### src/rtl/fwd_hazard_unit.sv
// Operand forwarding selector and load-use / retire-wait hazard detector for an
// in-order pipeline that tracks DEPTH in-flight destination writes.
module fwd_hazard_unit #(
    parameter int AW       = 5,
    parameter int NSRC     = 2,
    parameter int DEPTH    = 3,
    parameter int LOAD_LAT = 1,
    parameter int FWD_EN   = 1
) (
    input  logic                         clk,
    input  logic                         rst_n,
    input  logic                         issue_valid,
    output logic                         issue_ready,
    input  logic [AW-1:0]                issue_rd,
    input  logic                         issue_reg_write,
    input  logic                         issue_is_load,
    input  logic [NSRC*AW-1:0]           src_addr,
    input  logic [NSRC-1:0]              src_used,
    input  logic                         flush,
    output logic [NSRC*(DEPTH+1)-1:0]    fwd_sel,
    output logic                         stall,
    output logic [31:0]                  stall_cnt
);

    localparam int SW = DEPTH + 1;

    logic [DEPTH-1:0] valid_q, valid_d;
    logic [DEPTH-1:0] wr_q, wr_d;
    logic [DEPTH-1:0] ld_q, ld_d;
    logic [AW-1:0]    rd_q [DEPTH];
    logic [AW-1:0]    rd_d [DEPTH];
    logic [31:0]      stall_cnt_q;
    logic [NSRC-1:0]  op_hazard;
    logic             hazard;

    genvar gi, gk;
    generate
        for (gi = 0; gi < NSRC; gi++) begin : g_op
            logic [AW-1:0]    addr;
            logic [DEPTH-1:0] match;
            logic [SW-1:0]    sel;
            logic             hz;

            assign addr = src_addr[gi*AW +: AW];

            for (gk = 0; gk < DEPTH; gk++) begin : g_ent
                assign match[gk] = valid_q[gk] && wr_q[gk] && src_used[gi]
                                   && (rd_q[gk] == addr) && (rd_q[gk] != '0);
            end

            // Scan oldest to youngest so the youngest match overwrites the rest.
            always_comb begin
                sel = SW'(1);
                hz  = 1'b0;
                for (int k = DEPTH - 1; k >= 0; k--) begin
                    if (match[k]) begin
                        sel        = '0;
                        sel[k + 1] = 1'b1;
                        hz         = ld_q[k] && (k < LOAD_LAT);
                    end
                end
                if (FWD_EN == 0) begin
                    sel = SW'(1);
                    hz  = |match;
                end
            end

            assign fwd_sel[gi*SW +: SW] = sel;
            assign op_hazard[gi]        = hz;
        end
    endgenerate

    // A flush kills whatever the hazard was waiting on, so it never stalls.
    assign hazard      = (|op_hazard) && !flush;
    assign issue_ready = !hazard;
    assign stall       = issue_valid && hazard;
    assign stall_cnt   = stall_cnt_q;

    always_comb begin
        valid_d    = '0;
        wr_d       = '0;
        ld_d       = '0;
        valid_d[0] = issue_valid && issue_ready && !flush;
        wr_d[0]    = issue_reg_write;
        ld_d[0]    = issue_is_load;
        rd_d[0]    = issue_rd;
        for (int k = 1; k < DEPTH; k++) begin
            valid_d[k] = valid_q[k-1] && !flush;
            wr_d[k]    = wr_q[k-1];
            ld_d[k]    = ld_q[k-1];
            rd_d[k]    = rd_q[k-1];
        end
    end

    always_ff @(posedge clk) begin
        if (!rst_n) begin
            valid_q     <= '0;
            stall_cnt_q <= '0;
        end else begin
            valid_q <= valid_d;
            if (stall && (stall_cnt_q != '1)) begin
                stall_cnt_q <= stall_cnt_q + 32'd1;
            end
        end
    end

    // Payload needs no reset: every use is qualified by the valid bit.
    always_ff @(posedge clk) begin
        wr_q <= wr_d;
        ld_q <= ld_d;
        rd_q <= rd_d;
    end

endmodule

### config.mk
export PLATFORM = sky130hd
export DESIGN_NAME = fwd_hazard_unit
export DESIGN_NICKNAME = d
export VERILOG_FILES = /design/src/rtl/fwd_hazard_unit.sv
export SDC_FILE = /design/constraint.sdc
export NUM_CORES = 1
export LEC_CHECK = 0
export CAP_MARGIN = 20
export CORE_MARGIN = 3
export CORE_UTILIZATION = 50
export DETAILED_ROUTE_END_ITERATION = 7
export PLACE_DENSITY = 0.83
export SLEW_MARGIN = 20
export SYNTH_ARGS = -nofsm -noshare
export SYNTH_HDL_FRONTEND = slang
export SYNTH_SLANG_ARGS = --single-unit
### constraint.sdc
create_clock -name clk -period 2.35 [get_ports clk]
set_input_delay 0.235 -clock clk [delete_from_list [all_inputs] [get_ports clk]]
set_output_delay 0.235 -clock clk [all_outputs]
set_load 0.1 [all_outputs]
==> results.toml <==
[worst_setup_path]
critPathCaptureType = "output pin"
slowest_stage = "or4_4"
cpPeakStageDelay_ns = 0.52
cp-start-kind = "register"
crit_chain = "or4_4, o211ai_1, buf_4, nor4_4, buf_4, nand2b_4, nor3_4, buf_12"
critPathMostFrequentCell = "buf_4"
cp.required_ns = 2.12
critPathKind = "reg -> out"
ff2ff_setup_slack_ns = 0.10
crit_arrival_ns = 2.30
worstPathMaxFanout = 2

[cts]
clkTransAtPathRegs_ns = 0.08
root_buffer = "clkbuf_8"
clock-sinks = 54
numCtsBuffers = 5
clockBufferDepth = 2
clk_latency_ns = 0.30
ctsHtreeMaxLevel = 2
cts_tree = "done"
hold_buffers = 0

[power_and_ir_drop]
totalPowerFinal_mw = 1.589
p_leak_nw = 1.413
powerDensity_nw_per_um2 = 412.2
peakVddDrop_mv = 0.2931

[synthesis]
ys_seq_area_frac = 0.3965
synth_fa_ha_area_frac = 0.004589
ys_warn_count = 0
synth_edf_count = 0
syn-cell-area_sq_um = 2726
synth_top_family_by_area = "simple AND/OR/NAND/NOR gates"
ys_ff_latch = 54
synth_area_per_cell_sq_um = 8.968
syn_inst = 304
postSynth.asyncResetShare = 0
syn_nets = 328
ys_types = 40
synth_compound_area_frac = 0.1331
synth_top_area_cell = "dfxtp_1"
synthTopCellsByArea = "dfxtp_1, xnor2_1, xor2_1"
synth_mux_area_frac = 0.03304
synth_top_area_frac = 0.3965
synth-simple-area-share = 0.2955
synth-xor-area-share = 0.09637
ys.flop_type = "dfxtp_1"

[placed_design]
dp_slack_ns = -0.08054
dp_hpwl_um = 5372
gp_congestion = 0.9451
placedInstanceArea_sq_um = 3696
place_inst = 444
numPortBuffers = 64

[sta]
finClkSkew_ns = 0.01063
rsz0062_at_grt = "yes"
period_needed_ns = 2.532
finalCritPeriodShare = 1.077
timing.hold.ws_ns = 0.3561
fin_ws_ns = -0.1817
tightest_slew_ns = 0.5284
finalSetupViolCount = 7
slew_headroom = 0.6474
clock.fmax_ghz = 0.3950
drv_slew = 0
hold_viol = 0

[route]
routedWlPerCell_um = 16.04
drc = 0
drt_wl_total_um = 7315
viasPerCell = 5.805
vias = 2647
ant_nets = 0
first_pass_iters = 5
dr.first_iter.drc_count = 134

[cells_and_area]
nets = 410
syn2layout_area_growth_pct = 41.35
postLayoutCellArea_sq_um = 3854
final_cells = 456
drive_above_1_share = 0.3264
insertedDiodeCount = 0
fill_cells = 378

[floorplan]
chipWidth_um = 79.84
core_sq_um = 5205
ios = 65
fp.dieH_um = 79.84
die-area_sq_um = 6374
fp-row-count = 26
start_util = 0.5238

[grt]
gr-usage-all-layers = 0.2361
grt_remaining_overflow = 0
antenna_found_initial = 0
grt_pass1_vias = 2455
grt_max_degree = 42
grt_pass1_wl_um = 11920

[outcome]
status = "complete, but fails checks"
violations = "setup timing"

[flow_run]
max_cap_viol_count = 0

[hold_path]
hold_class = "reg -> reg"
final timing paths:
check | startpoint | endpoint | cells after the start
max | rd_d[7] | fwd_sel[3] | 8
min | wr_q[1] | wr_q[2] | 0
max reg2reg | rd_d[7] | stall_cnt[12] | 9
min reg2reg | wr_q[1] | wr_q[2] | 0
Yosys cell counts (2+ instances only):
master    number
o41ai_1        6
o211ai_1       5
and2_1         2
nand2_1       28
mux2i_1        9
nand3_1       15
nor4_1        15
and4_1         2
clkbuf_1       5
o21ai_0        5
nor3_1         5
or4_1         15
nand4_1       12
nand2b_1      17
buf_2          2
o31ai_1       11
o311ai_0       6
a21oi_1       13
o21a_1         2
nor2_1        12
inv_1          5
buf_4          7
dfxtp_1       54
o31a_1         2
or3_1          3
xor2_1        14
xnor2_1       16
and3_1         4
through the flow:
| step | setup TNS, ns | util |
|---|---|---|
| after floorplan | -1.981 | - |
| after global placement | 0 | 0.7101 |
| after detailed placement | -0.5850 | 0.7101 |
| after CTS | -0.6961 | 0.7358 |
| after global routing | -1.688 | 0.7404 |
| final | -0.6845 | 0.7404 |
layout by cell type (no fill, tap or decap), types with 3 or more instances in the layout:
cell type / Yosys / layout
a21oi_1: 13 / 13
and3_1: 4 / 3
buf_12: 0 / 12
buf_4: 7 / 56
clkbuf_8: 0 / 5
clkdlybuf4s50_1: 0 / 22
dfxtp_1: 54 / 27
dfxtp_2: 0 / 25
inv_1: 5 / 4
mux2i_1: 9 / 9
nand2_1: 28 / 28
nand2b_1: 17 / 15
nand3_1: 15 / 14
nand4_1: 12 / 12
nor2_1: 12 / 8
nor2_4: 0 / 3
nor4_1: 15 / 11
nor4_2: 0 / 3
o211ai_1: 5 / 5
o21ai_0: 5 / 4
o311ai_0: 6 / 6
o31ai_1: 11 / 11
o41ai_1: 6 / 6
or3_1: 3 / 3
or4_1: 15 / 14
xnor2_1: 16 / 16
xor2_1: 14 / 14
critical path, delay by kind of cell, from the launching register on:
kind            cells  cell delay (ns)
simple gates        4             0.92
compound gates      1             0.20
flops               1             0.35
buf+inv             3             0.50
report_power, final:
part           switching, mW  total, mW  internal (mW)
clock network          0.277      0.483          0.206
registers             0.0180      0.950          0.932
logic                 0.0701      0.156         0.0863
cells by family (layout without fill, tap and decap cells):
kind of cell,after synthesis,after routing
AO/OA/AOI/OAI,52,52
XOR/XNOR,30,30
flip-flops,54,54
buffers and inverters,20,102
adder cells (fa/ha/maj),1,1
multiplexers,9,9
AND/OR/NAND/NOR,138,138
metal layers:
metal	share of wire	GRT usage	up-vias	routed length [um]
met1	0.44	0.3094	1233	3233
met3	0.057	0.04289	15	416
met2	0.48	0.3848	94	3514
li1	-	-	1305	-
met4	0.021	0.09122	0	152
met5	0	0	-	0
area by class of cell:
cell class / instances / area, sq um / area share
Inverter: 5 / 18.77 / 0.004870
Timing Repair Buffer: 90 / 880.8 / 0.2286
Multi-Input combinational cell: 230 / 1670 / 0.4334
Tap cell: 70 / 87.58 / 0.02273
Clock buffer: 7 / 76.32 / 0.01981
Sequential cell: 54 / 1120 / 0.2906
flip-flops by register name, summed over array words and instances (netlist names):
signal	count
ld_q	1
stall_cnt	32
wr_q	3
valid_q	3
rd_q	5
rd_d	10
what timing repair did:
| action | CTS | global route |
|---|---|---|
| resized for setup | 8 | 4 |
| setup endpoints to repair | 8 | 23 |
| pin swaps | 9 | 0 |
| setup buffers | 6 | 0 |
| gates cloned | 0 | 0 |
Note: power is estimated with default switching activity, not from simulation.
